### config.mk
export PLATFORM = sky130hd
export DESIGN_NAME = pci_arbiter
export DESIGN_NICKNAME = d
export VERILOG_FILES = /design/src/rtl/pci_pkg.sv /design/src/rtl/rr_priority_pick.sv /design/src/rtl/pci_arbiter.sv
export SDC_FILE = /design/constraint.sdc
export NUM_CORES = 1
export LEC_CHECK = 0
export CORE_MARGIN = 3
export CORE_UTILIZATION = 50
export DETAILED_ROUTE_END_ITERATION = 8
export DONT_BUFFER_PORTS = 1
export HOLD_SLACK_MARGIN = 0.03
export PLACE_DENSITY = 0.77
export SYNTH_ARGS = -nofsm -noshare
export SYNTH_HDL_FRONTEND = slang
export SYNTH_SLANG_ARGS = --single-unit
### constraint.sdc
create_clock -name clk -period 4.8 [get_ports clk]
set_input_delay 0.72 -clock clk [delete_from_list [all_inputs] [get_ports clk]]
set_output_delay 0.72 -clock clk [all_outputs]
set_load 0.05 [all_outputs]
### src/rtl/pci_pkg.sv
// Shared PCI definitions for the arbiter and the bus devices.
//   arb_state_e   : arbiter FSM encoding
//   ASSERTED/DEASSERTED : levels of the active-low REQ/GNT/FRAME/IRDY lines
//   CBE_*         : C/BE command codes used by the devices
//   ADDR_DEV_*    : device base addresses
package pci_pkg;

  typedef enum logic [1:0] {
    ST_IDLE       = 2'd0,
    ST_GRANTED    = 2'd1,
    ST_BUSY       = 2'd2,
    ST_TURNAROUND = 2'd3
  } arb_state_e;

  localparam logic ASSERTED   = 1'b0;
  localparam logic DEASSERTED = 1'b1;

  localparam logic [3:0] CBE_WRITE = 4'b0100;
  localparam logic [3:0] CBE_READ  = 4'b0001;

  localparam logic [7:0] ADDR_DEV_A = 8'hAD;
  localparam logic [7:0] ADDR_DEV_B = 8'hBD;
  localparam logic [7:0] ADDR_DEV_C = 8'hCD;

endpackage

### src/rtl/rr_priority_pick.sv
// Round-robin requester selection (combinational).
//   req_n    : active-low requests, bit i = master i
//   ptr      : highest-priority master this round
//   any_req  : at least one request asserted
//   pick_idx : first requester found scanning ptr, ptr+1, ... (mod NUM_MASTERS)
module rr_priority_pick import pci_pkg::*; #(
  parameter int NUM_MASTERS = 3,
  parameter int PW          = (NUM_MASTERS > 1) ? $clog2(NUM_MASTERS) : 1
) (
  input  logic [NUM_MASTERS-1:0] req_n,
  input  logic [PW-1:0]          ptr,
  output logic                   any_req,
  output logic [PW-1:0]          pick_idx
);

  // Modular add; both operands are below NUM_MASTERS so one subtraction is enough.
  function automatic logic [PW-1:0] wrap_add(input logic [PW-1:0] a, input logic [PW-1:0] b);
    logic [PW:0] s;
    s = {1'b0, a} + {1'b0, b};
    if (s >= (PW+1)'(NUM_MASTERS)) s = s - (PW+1)'(NUM_MASTERS);
    return s[PW-1:0];
  endfunction

  logic [NUM_MASTERS-1:0] rot;
  logic [PW-1:0]          first;

  // Rotate so that bit 0 is the master at ptr.
  always_comb begin
    rot = '1;
    for (int k = 0; k < NUM_MASTERS; k++) rot[k] = req_n[wrap_add(ptr, PW'(k))];
  end

  // Find first asserted request; scanning downward leaves the lowest index.
  always_comb begin
    any_req = 1'b0;
    first   = '0;
    for (int k = NUM_MASTERS-1; k >= 0; k--) begin
      if (rot[k] == ASSERTED) begin
        any_req = 1'b1;
        first   = PW'(k);
      end
    end
  end

  // Un-rotate back to a master index.
  assign pick_idx = wrap_add(ptr, first);

endmodule

### src/rtl/pci_arbiter.sv
// Central PCI bus arbiter: one active-low GNT at a time, round-robin priority,
// grant revoked if the owner never starts a transaction.
//   clk, rst    : bus clock, asynchronous active-high reset
//   REQ         : active-low requests (bit i = device i)
//   FRAME, IRDY : shared active-low bus lines; anything but a solid 0 is idle
//   GNT         : active-low grants, registered, at most one low
//   bus_owner   : index of the current / last granted master
//   bus_busy    : high in GRANTED and BUSY
//   gnt_timeout : one-cycle pulse when a grant is revoked by timeout
module pci_arbiter import pci_pkg::*; #(
  parameter  int NUM_MASTERS = 3,
  parameter  int GNT_TIMEOUT = 16,
  localparam int OW          = (NUM_MASTERS > 1) ? $clog2(NUM_MASTERS) : 1,
  localparam int TW          = $clog2(GNT_TIMEOUT)
) (
  input  logic                   clk,
  input  logic                   rst,
  input  logic [NUM_MASTERS-1:0] REQ,
  input  logic                   FRAME,
  input  logic                   IRDY,
  output logic [NUM_MASTERS-1:0] GNT,
  output logic [OW-1:0]          bus_owner,
  output logic                   bus_busy,
  output logic                   gnt_timeout
);

  arb_state_e             state, state_d;
  logic [TW-1:0]          timer, timer_d;
  logic [OW-1:0]          rr_ptr, rr_ptr_d, owner_d, owner_inc, pick_idx;
  logic [NUM_MASTERS-1:0] gnt_d;
  logic                   busy_d, tmo_d, any_req;
  logic                   frame_low, irdy_low, idle_bus;
  logic                   grant_ev, release_ev, timeout_ev;

  // Case equality so a floating (z/x) line reads as released.
  assign frame_low = (FRAME === ASSERTED);
  assign irdy_low  = (IRDY  === ASSERTED);
  assign idle_bus  = !frame_low && !irdy_low;

  // The last owner drops to lowest priority after its grant ends.
  assign owner_inc = (bus_owner == OW'(NUM_MASTERS-1)) ? '0 : bus_owner + 1'b1;

  rr_priority_pick #(.NUM_MASTERS(NUM_MASTERS), .PW(OW)) u_pick (
    .req_n    (REQ),
    .ptr      (rr_ptr),
    .any_req  (any_req),
    .pick_idx (pick_idx)
  );

  // State and output registers.
  always_ff @(posedge clk or posedge rst) begin
    if (rst) begin
      state       <= ST_IDLE;
      GNT         <= '1;
      bus_owner   <= '0;
      bus_busy    <= 1'b0;
      gnt_timeout <= 1'b0;
      rr_ptr      <= '0;
      timer       <= '0;
    end else begin
      state       <= state_d;
      GNT         <= gnt_d;
      bus_owner   <= owner_d;
      bus_busy    <= busy_d;
      gnt_timeout <= tmo_d;
      rr_ptr      <= rr_ptr_d;
      timer       <= timer_d;
    end
  end

  // Next state. In GRANTED, FRAME falling beats both withdrawal and timeout.
  always_comb begin
    state_d    = state;
    grant_ev   = 1'b0;
    release_ev = 1'b0;
    timeout_ev = 1'b0;
    case (state)
      ST_IDLE: begin
        if (idle_bus && any_req) begin
          state_d  = ST_GRANTED;
          grant_ev = 1'b1;
        end
      end
      ST_GRANTED: begin
        if (frame_low) begin
          state_d = ST_BUSY;
        end else if (REQ[bus_owner] == DEASSERTED) begin
          state_d    = ST_TURNAROUND;
          release_ev = 1'b1;
        end else if (timer == TW'(GNT_TIMEOUT-1)) begin
          state_d    = ST_TURNAROUND;
          release_ev = 1'b1;
          timeout_ev = 1'b1;
        end
      end
      ST_BUSY: begin
        if (idle_bus) begin
          state_d    = ST_TURNAROUND;
          release_ev = 1'b1;
        end
      end
      ST_TURNAROUND: state_d = ST_IDLE;
      default:       state_d = ST_IDLE;
    endcase
  end

  // Register inputs derived from the transition taken.
  always_comb begin
    gnt_d    = GNT;
    owner_d  = bus_owner;
    rr_ptr_d = rr_ptr;
    timer_d  = timer;
    tmo_d    = timeout_ev;
    busy_d   = (state_d == ST_GRANTED) || (state_d == ST_BUSY);
    if (grant_ev) begin
      gnt_d           = '1;
      gnt_d[pick_idx] = ASSERTED;
      owner_d         = pick_idx;
      timer_d         = '0;
    end else if (release_ev) begin
      gnt_d    = '1;
      rr_ptr_d = owner_inc;
    end else if (state == ST_GRANTED && state_d == ST_GRANTED) begin
      timer_d = timer + 1'b1;
    end
  end

endmodule

==> run_results.csv <==
group,metric,value,unit
global_route,track_usage,17.1,%
sta,setup-violations-final,0,
clocking,cts_setup_buffers,0,
global_route,antenna_found_initial,0,
synth,synth.distinct_cells,31,
synth,synth.area.top_cells,"dfrtp_1 (29%), ha_1 (16%), dfstp_2 (7.5%)",
detailed_routing,via_per_inst,5.80,
clocking,cts_tree,"yes",
critical_path,timing.rr.start,"rr_ptr[1]",
sta,rsz0062_at_grt,"false",
placed_design,routabilityCongestion,0.841,
clocking,cts_resized,0,
critical_path,critPathKind,"flop to flop",
clocking,cts.clk_slew.worst_paths,90,ps
run,drv_cap,0,
synth,yosysTopAreaCellShare,28.7,%
synth,synth_edf_count,0,
critical_path,cpMostUsedCell,"inv_1",
detailed_routing,drt-initial-drc-count,11,
clocking,clk-insertion-delay-late,280,ps
synth,synthArstFlopShare,100,%
detailed_routing,vias,824,
detailed_routing,top_layer,"met4",
die,die_height,51.8,um
die,pin_count,14,
cells_and_area,final_common_cell,"ha_1",
die,dieArea,2680,um^2
synth,syn_nets,135,
synth,yosys_warnings,0,
sta,final.setup.tns,0,ps
critical_path,crit_fanout,4,
clocking,htreeDepth,1,
critical_path,regToRegSetupSlack,1630,ps
detailed_routing,wl,1980,um
die,start_util,56.4,%
detailed_routing,dr_wl_met3,95,um
synth,seq_area_frac_synth,36.2,%
critical_path,startpoint_type,"flop",
die,row_count,15,
critical_path,slowest_delay,520,ps
detailed_routing,drc,0,
synth,yosys.area.top_type,"dfrtp_1",
critical_path,arrival,3370,ps
detailed_routing,ant_nets,0,
synth,ys_ff_latch,15,
sta,slew_headroom,24.6,%
global_route,grt_overflow,0,
die,die_w,51.8,um
worst_hold_path,worstHoldPathType,"primary input to async pin",
detailed_routing,first_pass_iters,4,
synth,synthCells,114,
placed_design,hpwl,1510,um
synth,netlist_area,1050,um^2
critical_path,crit_chain,"inv_1 -> ha_1 -> mux2i_1 -> o21ai_1 -> inv_1 -> nor2_1 -> ha_1 -> inv_1 -> fa_1 -> inv_1 -> ha_1 -> nor2b_1 -> nor2b_1 -> o21a_1 -> nor2_1 -> a2bb2oi_1",
clocking,cts-root-buf,"clkbuf_4",
placed_design,port-buffer-count,0,
cells_and_area,diodes,0,
clocking,cts_hold_buf,0,
critical_path,reg2reg_to,"GNT[0]",
detailed_routing,routedWlPerCell,13.9,um
critical_path,cp.required,5010,ps
sta,tightest_slew,1130,ps
detailed_routing,wl_met1,985,um
sta,finClkSkew,4.39,ps
cells_and_area,layout-drive-gt1-share,6.84,%
sta,period_needed,3170,ps
global_route,grt_max_degree,16,
cells_and_area,fillCellCount,154,
die,core-area,1860,um^2
global_route,grt_first_pass_wirelength,3490,um
detailed_routing,dr_wl_met2,881,um
clocking,cts_sinks,15,
global_route,grt_pass1_vias,834,
clocking,numCtsBuffers,3,
cells_and_area,nets,139,
sta,finalHoldViolations,0,
synth,synth_ff_type,"dfrtp_1",
synth,syn_area_per_cell,9.19,um^2
critical_path,end_kind,"flop",
sta,final_max_slew_viol_count,0,
sta,fin_crit_sh,66.0,%
critical_path,rr_worst_depth,16,
clocking,cts_buffer_depth,2,
cells_and_area,layout_common_cells,"ha_1 (13), dfrtp_1 (12), nor2_1 (11), inv_1 (11), o21ai_0 (8)",
critical_path,slowest_stage,"fa_1",
sta,timing.fmax,316,MHz
outcome,status,"complete, no violations",
cells_and_area,syn_to_final_growth,5.14,%
-- registers in the layout, indices dropped and copies added, names as in the netlist --
name,cells
GNT,3
bus_busy,1
bus_owner,2
gnt_timeout,1
rr_ptr,2
state,2
timer,4
-- worst max path at each step --
| stage | from | to | slack, ps | depth (start not counted) |
|---|---|---|---|---|
| finish | rr_ptr[1] | GNT[0] | 1630 | 16 |
| floorplan | rr_ptr[1] | bus_owner[1] | 2010 | 15 |
| detailed placement | rr_ptr[1] | GNT[1] | 1660 | 16 |
| global route | rr_ptr[1] | GNT[0] | 1270 | 16 |
| CTS | rr_ptr[1] | GNT[1] | 1620 | 16 |
| global placement | rr_ptr[1] | GNT[0] | 1760 | 16 |
-- metal layers --
metal | track usage (%) | vias up
met4 | 6.99 | 0
met1 | 22.4 | 397
met5 | 0 | -
li1 | - | 410
met3 | 2.87 | 2
met2 | 27.8 | 15
-- cell usage after synthesis, drive strengths merged, types with 3 or more instances --
cell / instances
inv: 11
nand3: 5
mux2i: 5
nand2: 7
dfstp: 3
nor2: 11
a31oi: 3
nand3b: 3
dfrtp: 12
a21oi: 5
o21ai: 9
ha: 13
-- metrics by stage --
| stage | hold slack [ps] | setup slack, ps | std cells | area (um^2) | util, % |
|---|---|---|---|---|---|
| floorplan | 517 | 2010 | 114 | 1050 | - |
| global placement | 537 | 1760 | 138 | 1070 | 57.8 |
| detailed placement | 561 | 1660 | 138 | 1070 | 57.8 |
| CTS | 382 | 1620 | 142 | 1100 | 59.3 |
| global route | 391 | 1270 | 142 | 1100 | 59.3 |
| finish | 364 | 1630 | 142 | 1100 | 59.3 |
-- worst max-delay path, delay by kind of cell (launching register included) --
family / cells / cell delay [ps]
buffers and inverters: 4 / 320
adders and majority gates: 4 / 1090
DFF: 1 / 420
and+or+nand+nor: 4 / 580
muxes: 1 / 100
AOI/OAI and AO/OA: 3 / 590
-- logic make-up (layout without fill, tap and decap cells) --
group,after synthesis,after routing,share of synthesized area [%]
flops,15,15,36.2
xor+xnor,1,1,0.836
simple gates,36,36,16.7
buf+inv,12,15,4.42
mux,6,6,5.85
compound gates,30,30,18.5
fa+ha+maj,14,14,17.4
-- layout make-up --
cell class / count / area, um^2 / area share, %
clock buffer: 3 / 22.5 / 2.05
clock inverter: 1 / 5.00 / 0.455
inverter: 11 / 41.3 / 3.75
multi-input combinational: 87 / 622 / 56.5
sequential: 15 / 379 / 34.4
tap: 25 / 31.3 / 2.84
Power is not shown: default switching activity piles up to over one toggle a cycle in this logic, so the estimate is an artifact.
